$ cat src/rtl/pps_gen_pkg.sv
// Shared clock package: time stamp counter definitions plus the 1PPS
// generator state encoding and default flywheel period.
package pps_gen_pkg;

    localparam int unsigned TSC_SEC_W = 48;
    localparam int unsigned TSC_NS_W  = 30;

    typedef struct packed {
        logic [TSC_SEC_W-1:0] sec;
        logic [TSC_NS_W-1:0]  ns;
    } tsc_time_t;

    localparam int unsigned PPS_CLK_FREQ = 200000000;

    typedef enum logic [2:0] {
        IDLE,
        WAIT_SYNC,
        DELAY,
        PULSE,
        GAP
    } pps_state_t;

endpackage

$ cat src/rtl/pps_cnt.sv
// Loadable down-counter that parks at zero; o_term flags the last cycle
// of a loaded interval (load N -> term after N+1 cycles).
module pps_cnt #(
    parameter int CNT_W = 32
) (
    input  logic             clk,
    input  logic             rst,
    input  logic             i_load,
    input  logic [CNT_W-1:0] i_val,
    output logic             o_term
);
    localparam logic [CNT_W-1:0] ONE = CNT_W'(1);

    logic [CNT_W-1:0] r_cnt;

    always_ff @(posedge clk or posedge rst) begin
        if (rst) begin
            r_cnt <= '0;
        end else if (i_load) begin
            r_cnt <= i_val;
        end else if (r_cnt != '0) begin
            r_cnt <= r_cnt - ONE;
        end
    end

    assign o_term = (r_cnt == '0);

endmodule

$ cat src/rtl/pps_gen.sv
// 1PPS pulse generator: aligns a programmable pulse to the TSC second marker
// and flywheels at CLK_FREQ cycles per second when the marker disappears.
module pps_gen
    import pps_gen_pkg::*;
#(
    parameter int unsigned CLK_FREQ = PPS_CLK_FREQ,
    parameter int          CNT_W    = 32
) (
    input  logic             clk,
    input  logic             rst,
    input  logic             tsc_1pps,
    input  logic             enable,
    input  logic [CNT_W-1:0] offset,
    input  logic [CNT_W-1:0] width,
    input  logic             err_clr,
    output logic             pps_out,
    output logic             holdover,
    output logic             err_overrun,
    output logic [31:0]      pulse_cnt
);
    localparam logic [CNT_W-1:0] ONE      = CNT_W'(1);
    localparam logic [CNT_W-1:0] FLY_LAST = CNT_W'(CLK_FREQ - 1);

    pps_state_t       r_state;
    logic [CNT_W-1:0] r_fly;
    logic [CNT_W-1:0] r_width_m1;
    logic             r_pps;
    logic             r_hold;
    logic             r_err;
    logic [31:0]      r_pulse_cnt;

    logic             w_busy;
    logic             w_self;
    logic             w_event;
    logic             w_load;
    logic             w_term;
    logic [CNT_W-1:0] w_width_m1;
    logic [CNT_W-1:0] w_load_val;

    assign w_busy     = (r_state == DELAY) || (r_state == PULSE);
    // A real marker on the expiry cycle wins, so holdover clears and only one event fires.
    assign w_self     = (r_state == GAP) && (r_fly >= FLY_LAST) && !tsc_1pps;
    assign w_event    = enable && (r_state != IDLE) && (tsc_1pps || w_self);
    assign w_width_m1 = (width == '0) ? '0 : width - ONE;

    // The counter itself holds the offset shadow; width is shadowed for the DELAY->PULSE reload.
    assign w_load     = w_event || ((r_state == DELAY) && w_term);
    assign w_load_val = !w_event         ? r_width_m1 :
                        (offset != '0)   ? offset - ONE : w_width_m1;

    pps_cnt #(.CNT_W(CNT_W)) u_cnt (
        .clk    (clk),
        .rst    (rst),
        .i_load (w_load),
        .i_val  (w_load_val),
        .o_term (w_term)
    );

    always_ff @(posedge clk or posedge rst) begin
        if (rst) begin
            r_state     <= IDLE;
            r_fly       <= '0;
            r_width_m1  <= '0;
            r_pps       <= 1'b0;
            r_hold      <= 1'b0;
            r_err       <= 1'b0;
            r_pulse_cnt <= '0;
        end else begin
            if (w_event && w_busy) begin
                r_err <= 1'b1;
            end else if (err_clr) begin
                r_err <= 1'b0;
            end

            if (!enable) begin
                r_state <= IDLE;
                r_pps   <= 1'b0;
                r_hold  <= 1'b0;
            end else if (r_state == IDLE) begin
                r_state <= WAIT_SYNC;
            end else if (w_event) begin
                r_fly      <= '0;
                r_width_m1 <= w_width_m1;
                r_hold     <= w_self;
                if (offset == '0) begin
                    r_state     <= PULSE;
                    r_pps       <= 1'b1;
                    r_pulse_cnt <= r_pulse_cnt + 32'd1;
                end else begin
                    r_state <= DELAY;
                    r_pps   <= 1'b0;
                end
            end else begin
                if (r_fly != '1) r_fly <= r_fly + ONE;
                case (r_state)
                    DELAY: if (w_term) begin
                        r_state     <= PULSE;
                        r_pps       <= 1'b1;
                        r_pulse_cnt <= r_pulse_cnt + 32'd1;
                    end
                    PULSE: if (w_term) begin
                        r_state <= GAP;
                        r_pps   <= 1'b0;
                    end
                    default: ;
                endcase
            end
        end
    end

    assign pps_out     = r_pps;
    assign holdover    = r_hold;
    assign err_overrun = r_err;
    assign pulse_cnt   = r_pulse_cnt;

endmodule

$ cat config.mk
export PLATFORM = sky130hd
export DESIGN_NAME = pps_gen
export DESIGN_NICKNAME = d
export VERILOG_FILES = /design/src/rtl/pps_gen_pkg.sv /design/src/rtl/pps_cnt.sv /design/src/rtl/pps_gen.sv
export SDC_FILE = /design/constraint.sdc
export NUM_CORES = 1
export LEC_CHECK = 0
export BUFFER_PORTS_ARGS = -buffer_cell sky130_fd_sc_hd__buf_2
export CORE_MARGIN = 5
export CORE_UTILIZATION = 58
export DETAILED_ROUTE_END_ITERATION = 10
export GPL_ROUTABILITY_DRIVEN = 0
export GPL_TIMING_DRIVEN = 0
export MAX_ROUTING_LAYER = met4
export PLACE_DENSITY = 0.9
export SLEW_MARGIN = 0
export SYNTH_ARGS = -nofsm -noshare
export SYNTH_HDL_FRONTEND = slang
export SYNTH_SLANG_ARGS = --single-unit
$ cat constraint.sdc
create_clock -name clk -period 9.9 [get_ports clk]
set_input_delay 1.98 -clock clk [delete_from_list [all_inputs] [get_ports clk]]
set_output_delay 1.98 -clock clk [all_outputs]
set_load 0.02 [all_outputs]
# Word level (Yosys, flattened, before mapping)
# Index checks and enable logic that the tools add are counted.
# classes
n_addsub	5
n_lt_le_gt_ge	1
n_eq_ne	13
mux	30
bitwise_logic	1
reduce_logical	28
# op_table
cell	count
$mux 32	11
$logic_not 32->1	3
$sub 32x1->32 const B	3
$add 32x1->32 const B	2
$reduce_bool 32->1	2
$ge 32x28->1 const B	1
$ne 32x32->1 const B	1
$mux 3	5
$mux 1	12
$ne 5x4->1 const B	2
$reduce_bool 2->1	5
$reduce_and 3->1	3
$ne 4x4->1 const B	2
$eq 3x2->1 const B	2
$logic_and 1x1->1	6
$pmux 3 s2	1
$ne 5x1->1 const B	1
$reduce_and 5->1	1
$ne 2x1->1 const B	2
$ne 4x1->1 const B	1
$reduce_and 4->1	1
$eq 3x3->1 const B	1
$logic_not 3->1	1
$logic_or 1x1->1	3
6 further kinds	6
# word_totals
reg_bits	134
inputBits	69
out_inout_bits	35
wordCells	86

# Longest topological paths before layout
# depth
depth_word	8
mapped_depth	11
mapped_depth_nobuf	9

# Cells and area by module
# From an unflattened synthesis, not the netlist that was laid out.
# unflattened
cells_unflattened	1012
hier_area_um2	8698.3
# modules_own_cells
mod	n_inst	cells_per_inst	area_each_um2	seq_area_each_um2
pps_gen	1	806	6815.3	2552.4
pps_cnt	1	206	1883.1	800.8

# Worst setup path before layout
# OpenSTA, ideal clock, no wires.
# synth_path
path_kind	in2reg
from	input port offset[18]
to	register r_pulse_cnt[30] (netlist: pulse_cnt[30])
setup_time_ns	0.129
arrival_time_ns	4.432
required_ns	9.771
path_slack_ns	5.338
stages	9
n_path_buf	3
cell_sequence	or4_1 buf_2 or3_1 buf_2 or4_1 clkbuf_1 or3_1 mux2_4 xnor2_2
# synth_between
elab_chain_cells	3
# synth_lines
item	line	source
start, declared	pps_gen.sv:13	input logic [CNT_W-1:0] offset,
$logic_not 32->1	pps_gen.sv:85	if (offset == '0) begin
$ne 2x1->1 (no line)	n/a	
$reduce_and 5->1 (no line)	n/a	
end signal, assigned	pps_gen.sv:88	r_pulse_cnt <= r_pulse_cnt + 32'd1;
end signal, assigned	pps_gen.sv:99	r_pulse_cnt <= r_pulse_cnt + 32'd1;
end, declared	pps_gen.sv:30	logic [31:0] r_pulse_cnt;
# Every way passes these cells.
# A chain may end at the register's enable or synchronous reset.

# Worst setup path after layout
# layout_path
from	input port offset[7]
to	register r_pulse_cnt[9] (netlist: pulse_cnt[9])
# The elaborated chain is that of the path after synthesis.

==> impl_results.html <==
<table>
<tr><th>Metric</th><th>Value</th></tr>
<tr><th colspan="2">Routing</th></tr>
<tr><td>WL per Instance</td><td>18.37 µm</td></tr>
<tr><td>Overall via count from detail_route</td><td>8,302</td></tr>
<tr><td>Residual DRC</td><td>0</td></tr>
<tr><td>Detailed router's first-iteration violation count</td><td>908</td></tr>
<tr><td>Detailed Route WL</td><td>24.05 mm</td></tr>
<tr><td>Count of antenna-violating nets left after detailed routing</td><td>0</td></tr>
<tr><td>Length of the first detailed-routing pass in iterations</td><td>6</td></tr>
<tr><td>Drt via density</td><td>6.342</td></tr>
<tr><th colspan="2">Floorplan</th></tr>
<tr><td>Horizontal die dimension</td><td>130.9 µm</td></tr>
<tr><td>Area of the core region</td><td>0.01442 mm²</td></tr>
<tr><td>Vertical die dimension</td><td>130.9 µm</td></tr>
<tr><td>Num rows</td><td>44</td></tr>
<tr><td>Initial cell density of the core</td><td>58.79%</td></tr>
<tr><td>IO Count</td><td>104</td></tr>
<tr><td>Die outline area</td><td>0.01714 mm²</td></tr>
<tr><th colspan="2">Clock tree</th></tr>
<tr><td>Root cell of the clock tree</td><td>sky130_fd_sc_hd__clkbuf_16</td></tr>
<tr><td>Clock Pin Slew Worst Setup and Hold Paths</td><td>0.06 ns</td></tr>
<tr><td>Setup repair bufs after CTS</td><td>0</td></tr>
<tr><td>TritonCTS clock tree</td><td>yes</td></tr>
<tr><td>Buffers from clock root to sink, at most</td><td>2</td></tr>
<tr><td>Sink Count</td><td>134</td></tr>
<tr><td># hold bufs at CTS</td><td>0</td></tr>
<tr><td>H-Tree Level Count</td><td>4</td></tr>
<tr><td>Number of buffers inserted during clock tree synthesis</td><td>17</td></tr>
<tr><td>Post-cts sizing count</td><td>0</td></tr>
<tr><td>Clock latency reported for the late side of the worst-skew pair</td><td>0.43 ns</td></tr>
<tr><th colspan="2">Logic synthesis</th></tr>
<tr><td>Share of synthesized registers carrying an async set or reset</td><td>100.0%</td></tr>
<tr><td>Post-synth design cell area</td><td>0.008479 mm²</td></tr>
<tr><td>Dominant cells by area after synthesis</td><td>sky130_fd_sc_hd__dfrtp_1 40%, sky130_fd_sc_hd__xor2_1 7.6%, sky130_fd_sc_hd__xnor2_1 6.2%</td></tr>
<tr><td>Sequential-to-total area share from yosys stat</td><td>39.55%</td></tr>
<tr><td>Share of the synthesized area in the top cell type</td><td>39.55%</td></tr>
<tr><td>Count of warnings emitted by yosys</td><td>0</td></tr>
<tr><td>Mean post-synth cell area</td><td>8.565 µm²</td></tr>
<tr><td>Count of cell types in the netlist</td><td>56</td></tr>
<tr><td>Cell with the most instances after synthesis</td><td>sky130_fd_sc_hd__dfrtp_1</td></tr>
<tr><td>Post-synth EDFFs</td><td>0</td></tr>
<tr><td>Cell taking the most area after synthesis</td><td>sky130_fd_sc_hd__dfrtp_1</td></tr>
<tr><td>Total nets after synthesis</td><td>1,067</td></tr>
<tr><td>Gate count of the mapped netlist</td><td>990</td></tr>
<tr><td>Most used flip-flop cell after synthesis</td><td>sky130_fd_sc_hd__dfrtp_1</td></tr>
<tr><td>Synth cell count leaders</td><td>134 x sky130_fd_sc_hd__dfrtp_1, 115 x sky130_fd_sc_hd__nand2_1, 102 x sky130_fd_sc_hd__nor2_1, 74 x sky130_fd_sc_hd__xor2_1, 60 x sky130_fd_sc_hd__xnor2_1</td></tr>
<tr><td>Register bit total from synthesis</td><td>134</td></tr>
<tr><th colspan="2">Power</th></tr>
<tr><td>Static leakage</td><td>4.200 nW</td></tr>
<tr><td>Cell area power density</td><td>167.3 mW/mm²</td></tr>
<tr><td>Maximum vdd ir drop</td><td>0.1379 mV</td></tr>
<tr><th colspan="2">Setup path</th></tr>
<tr><td>Nature of the critical path startpoint</td><td>input pin</td></tr>
<tr><td>RR Startpoint</td><td>r_fly[0]</td></tr>
<tr><td>Setup crit end kind</td><td>flip-flop</td></tr>
<tr><td>Critical path class</td><td>input pin to flip-flop</td></tr>
<tr><td>CP arrival</td><td>5.48 ns</td></tr>
<tr><td>Worst path required time</td><td>10.25 ns</td></tr>
<tr><td>Launch point of the critical path</td><td>offset[7]</td></tr>
<tr><td>CP max FO</td><td>10</td></tr>
<tr><th colspan="2">Cells and area</th></tr>
<tr><td>Ant. Diodes</td><td>0</td></tr>
<tr><td>Share of layout cells above drive strength 1</td><td>14.67%</td></tr>
<tr><td>Post-layout net count</td><td>1,189</td></tr>
<tr><td>Layout Area Growth over Synthesis</td><td>15.88%</td></tr>
<tr><td>Non-filler cells, final</td><td>1,309</td></tr>
<tr><td>Final cell utilization of the core</td><td>68.12%</td></tr>
<tr><td>Count of fill cells added during filler insertion</td><td>1,089</td></tr>
<tr><th colspan="2">Global route</th></tr>
<tr><td>GRT overflow</td><td>0</td></tr>
<tr><td>Initial antenna violation count</td><td>0</td></tr>
<tr><td>Largest net degree at the start of global routing</td><td>80</td></tr>
<tr><td>Aggregate global-route resource usage</td><td>29.78%</td></tr>
<tr><td>First-pass GRT wire length</td><td>39.06 mm</td></tr>
<tr><td>Via count of the first global-routing pass</td><td>7,900</td></tr>
<tr><th colspan="2">Worst hold path</th></tr>
<tr><td>Hold wc startpoint</td><td>pulse_cnt[31]</td></tr>
<tr><td>Worst hold path class</td><td>flip-flop to flip-flop</td></tr>
<tr><th colspan="2">Placed design</th></tr>
<tr><td>Total instance count after detailed placement</td><td>1,277</td></tr>
<tr><td>Port-buffer cells</td><td>102</td></tr>
<tr><td>Worst setup timing slack at the placement stage</td><td>4.451 ns</td></tr>
<tr><td>Final HPWL from detailed placement</td><td>17.87 mm</td></tr>
<tr><th colspan="2">Timing</th></tr>
<tr><td>Slew margin rel.</td><td>39.09%</td></tr>
<tr><td>Transition time at the pin with the least slew margin</td><td>0.9052 ns</td></tr>
<tr><td>Setup slack after layout</td><td>4.772 ns</td></tr>
<tr><td>Final-report hold violation count</td><td>0</td></tr>
<tr><td>Setup TNS</td><td>0 ns</td></tr>
<tr><td>Final setup skew</td><td>0.008195 ns</td></tr>
<tr><td>Fin crit share</td><td>51.80%</td></tr>
<tr><td>Final Setup Violations</td><td>0</td></tr>
<tr><td>Final Slew Violations</td><td>0</td></tr>
<tr><td>RSZ-0062 raised after global routing</td><td>false</td></tr>
<tr><td>F_max</td><td>195.0 MHz</td></tr>
<tr><td>Fin crit period</td><td>5.128 ns</td></tr>
<tr><th colspan="2">Job</th></tr>
<tr><td>Max capacitance violation total</td><td>0</td></tr>
<tr><th colspan="2">Status</th></tr>
<tr><td>Outcome</td><td>complete, no violations</td></tr>
</table>
## cell families after synthesis
kind of cell,Yosys count,synth area share [%]
mux,20,2.671
flops,134,39.55
xor+xnor,135,14.03
buf+inv,70,3.187
compound gates,156,11.73
simple gates,467,27.65
fa+ha+maj,8,1.181
## where the power goes
| part | leakage (nW) | switching, mW | internal, mW | total (mW) |
|---|---|---|---|---|
| Combinational | 2.21 | 0.161 | 0.129 | 0.290 |
| Sequential | 1.72 | 0.0981 | 0.644 | 0.742 |
| Clock | 0.271 | 0.260 | 0.351 | 0.611 |
| Total | 4.20 | 0.520 | 1.12 | 1.64 |
## registers in the layout, indices dropped and copies added (netlist names)
register,cells
pulse_cnt,32
err_overrun,1
r_fly,32
r_state,3
holdover,1
r_width_m1,32
pps_out,1
u_cnt.r_cnt,32
## layout by cell type (no fill, tap or decap), types with 23 or more instances in the layout
| cell type | Yosys | final |
|---|---|---|
| sky130_fd_sc_hd__nand3_1 | 41 | 41 |
| sky130_fd_sc_hd__xor2_1 | 74 | 74 |
| sky130_fd_sc_hd__nand2_1 | 115 | 115 |
| sky130_fd_sc_hd__a21oi_1 | 35 | 35 |
| sky130_fd_sc_hd__dfrtp_1 | 134 | 134 |
| sky130_fd_sc_hd__buf_2 | 6 | 108 |
| sky130_fd_sc_hd__o21ai_0 | 45 | 45 |
| sky130_fd_sc_hd__nand4_1 | 23 | 23 |
| sky130_fd_sc_hd__nor4_1 | 41 | 41 |
| sky130_fd_sc_hd__nor3_1 | 56 | 56 |
| sky130_fd_sc_hd__nor2_1 | 102 | 102 |
| sky130_fd_sc_hd__xnor2_1 | 60 | 60 |
| sky130_fd_sc_hd__clkbuf_1 | 44 | 44 |
## through the flow
| step | hold slack [ns] | power, mW | cell area (µm²) |
|---|---|---|---|
| after CTS | 0.4848 | 1.632 | 9826 |
| final | 0.4889 | 1.644 | 9826 |
| after floorplan | 0.4408 | 0.9249 | 8479 |
| after detailed placement | 0.4705 | 1.024 | 9253 |
| after global placement | 0.4585 | 1.003 | 9220 |
| after global routing | 0.5122 | 1.719 | 9826 |
## final cells by class
type                    count  area (µm²)  area share, %
clock buffers              17       425.4          4.330
well taps                 184       230.2          2.343
repair buffers            103       538.0          5.476
flip-flops and latches    134        3353          34.13
clock inverters            15       147.6          1.503
multi-input cells         786        4856          49.42
inverters                  18       72.57         0.7386
plain buffers              52       202.7          2.063
## final timing paths
| check | end | slack [ns] | cells past startpoint |
|---|---|---|---|
| hold / removal | pulse_cnt[31] | 0.49 | 1 |
| min in group asynchronous | r_fly[25] | 1.60 | 2 |
| hold reg to reg | pulse_cnt[31] | 0.49 | 1 |
| setup / recovery | pulse_cnt[9] | 4.77 | 10 |
| setup reg to reg | u_cnt.r_cnt[17] | 6.53 | 10 |
| max in group asynchronous | u_cnt.r_cnt[24] | 7.56 | 3 |
## critical path: stages
cell                       delay (ns)
sky130_fd_sc_hd__buf_2           0.12
sky130_fd_sc_hd__nor4_1          0.78
sky130_fd_sc_hd__nand3_1         0.31
sky130_fd_sc_hd__buf_2           0.29
sky130_fd_sc_hd__nand4b_1        0.59
sky130_fd_sc_hd__mux2_2          0.51
sky130_fd_sc_hd__buf_2           0.19
sky130_fd_sc_hd__buf_2           0.22
sky130_fd_sc_hd__nor3_1          0.31
sky130_fd_sc_hd__xor2_1          0.17
## routing by layer
layer,vias to the layer above,GRT usage [%],wire length (µm)
li1,3802,-,-
met3,110,6.748,2038
met2,491,45.51,11170
met1,3899,37.32,9647
met4,0,15.06,1193
met5,-,-,0
Power figures use the tool's default switching activity.
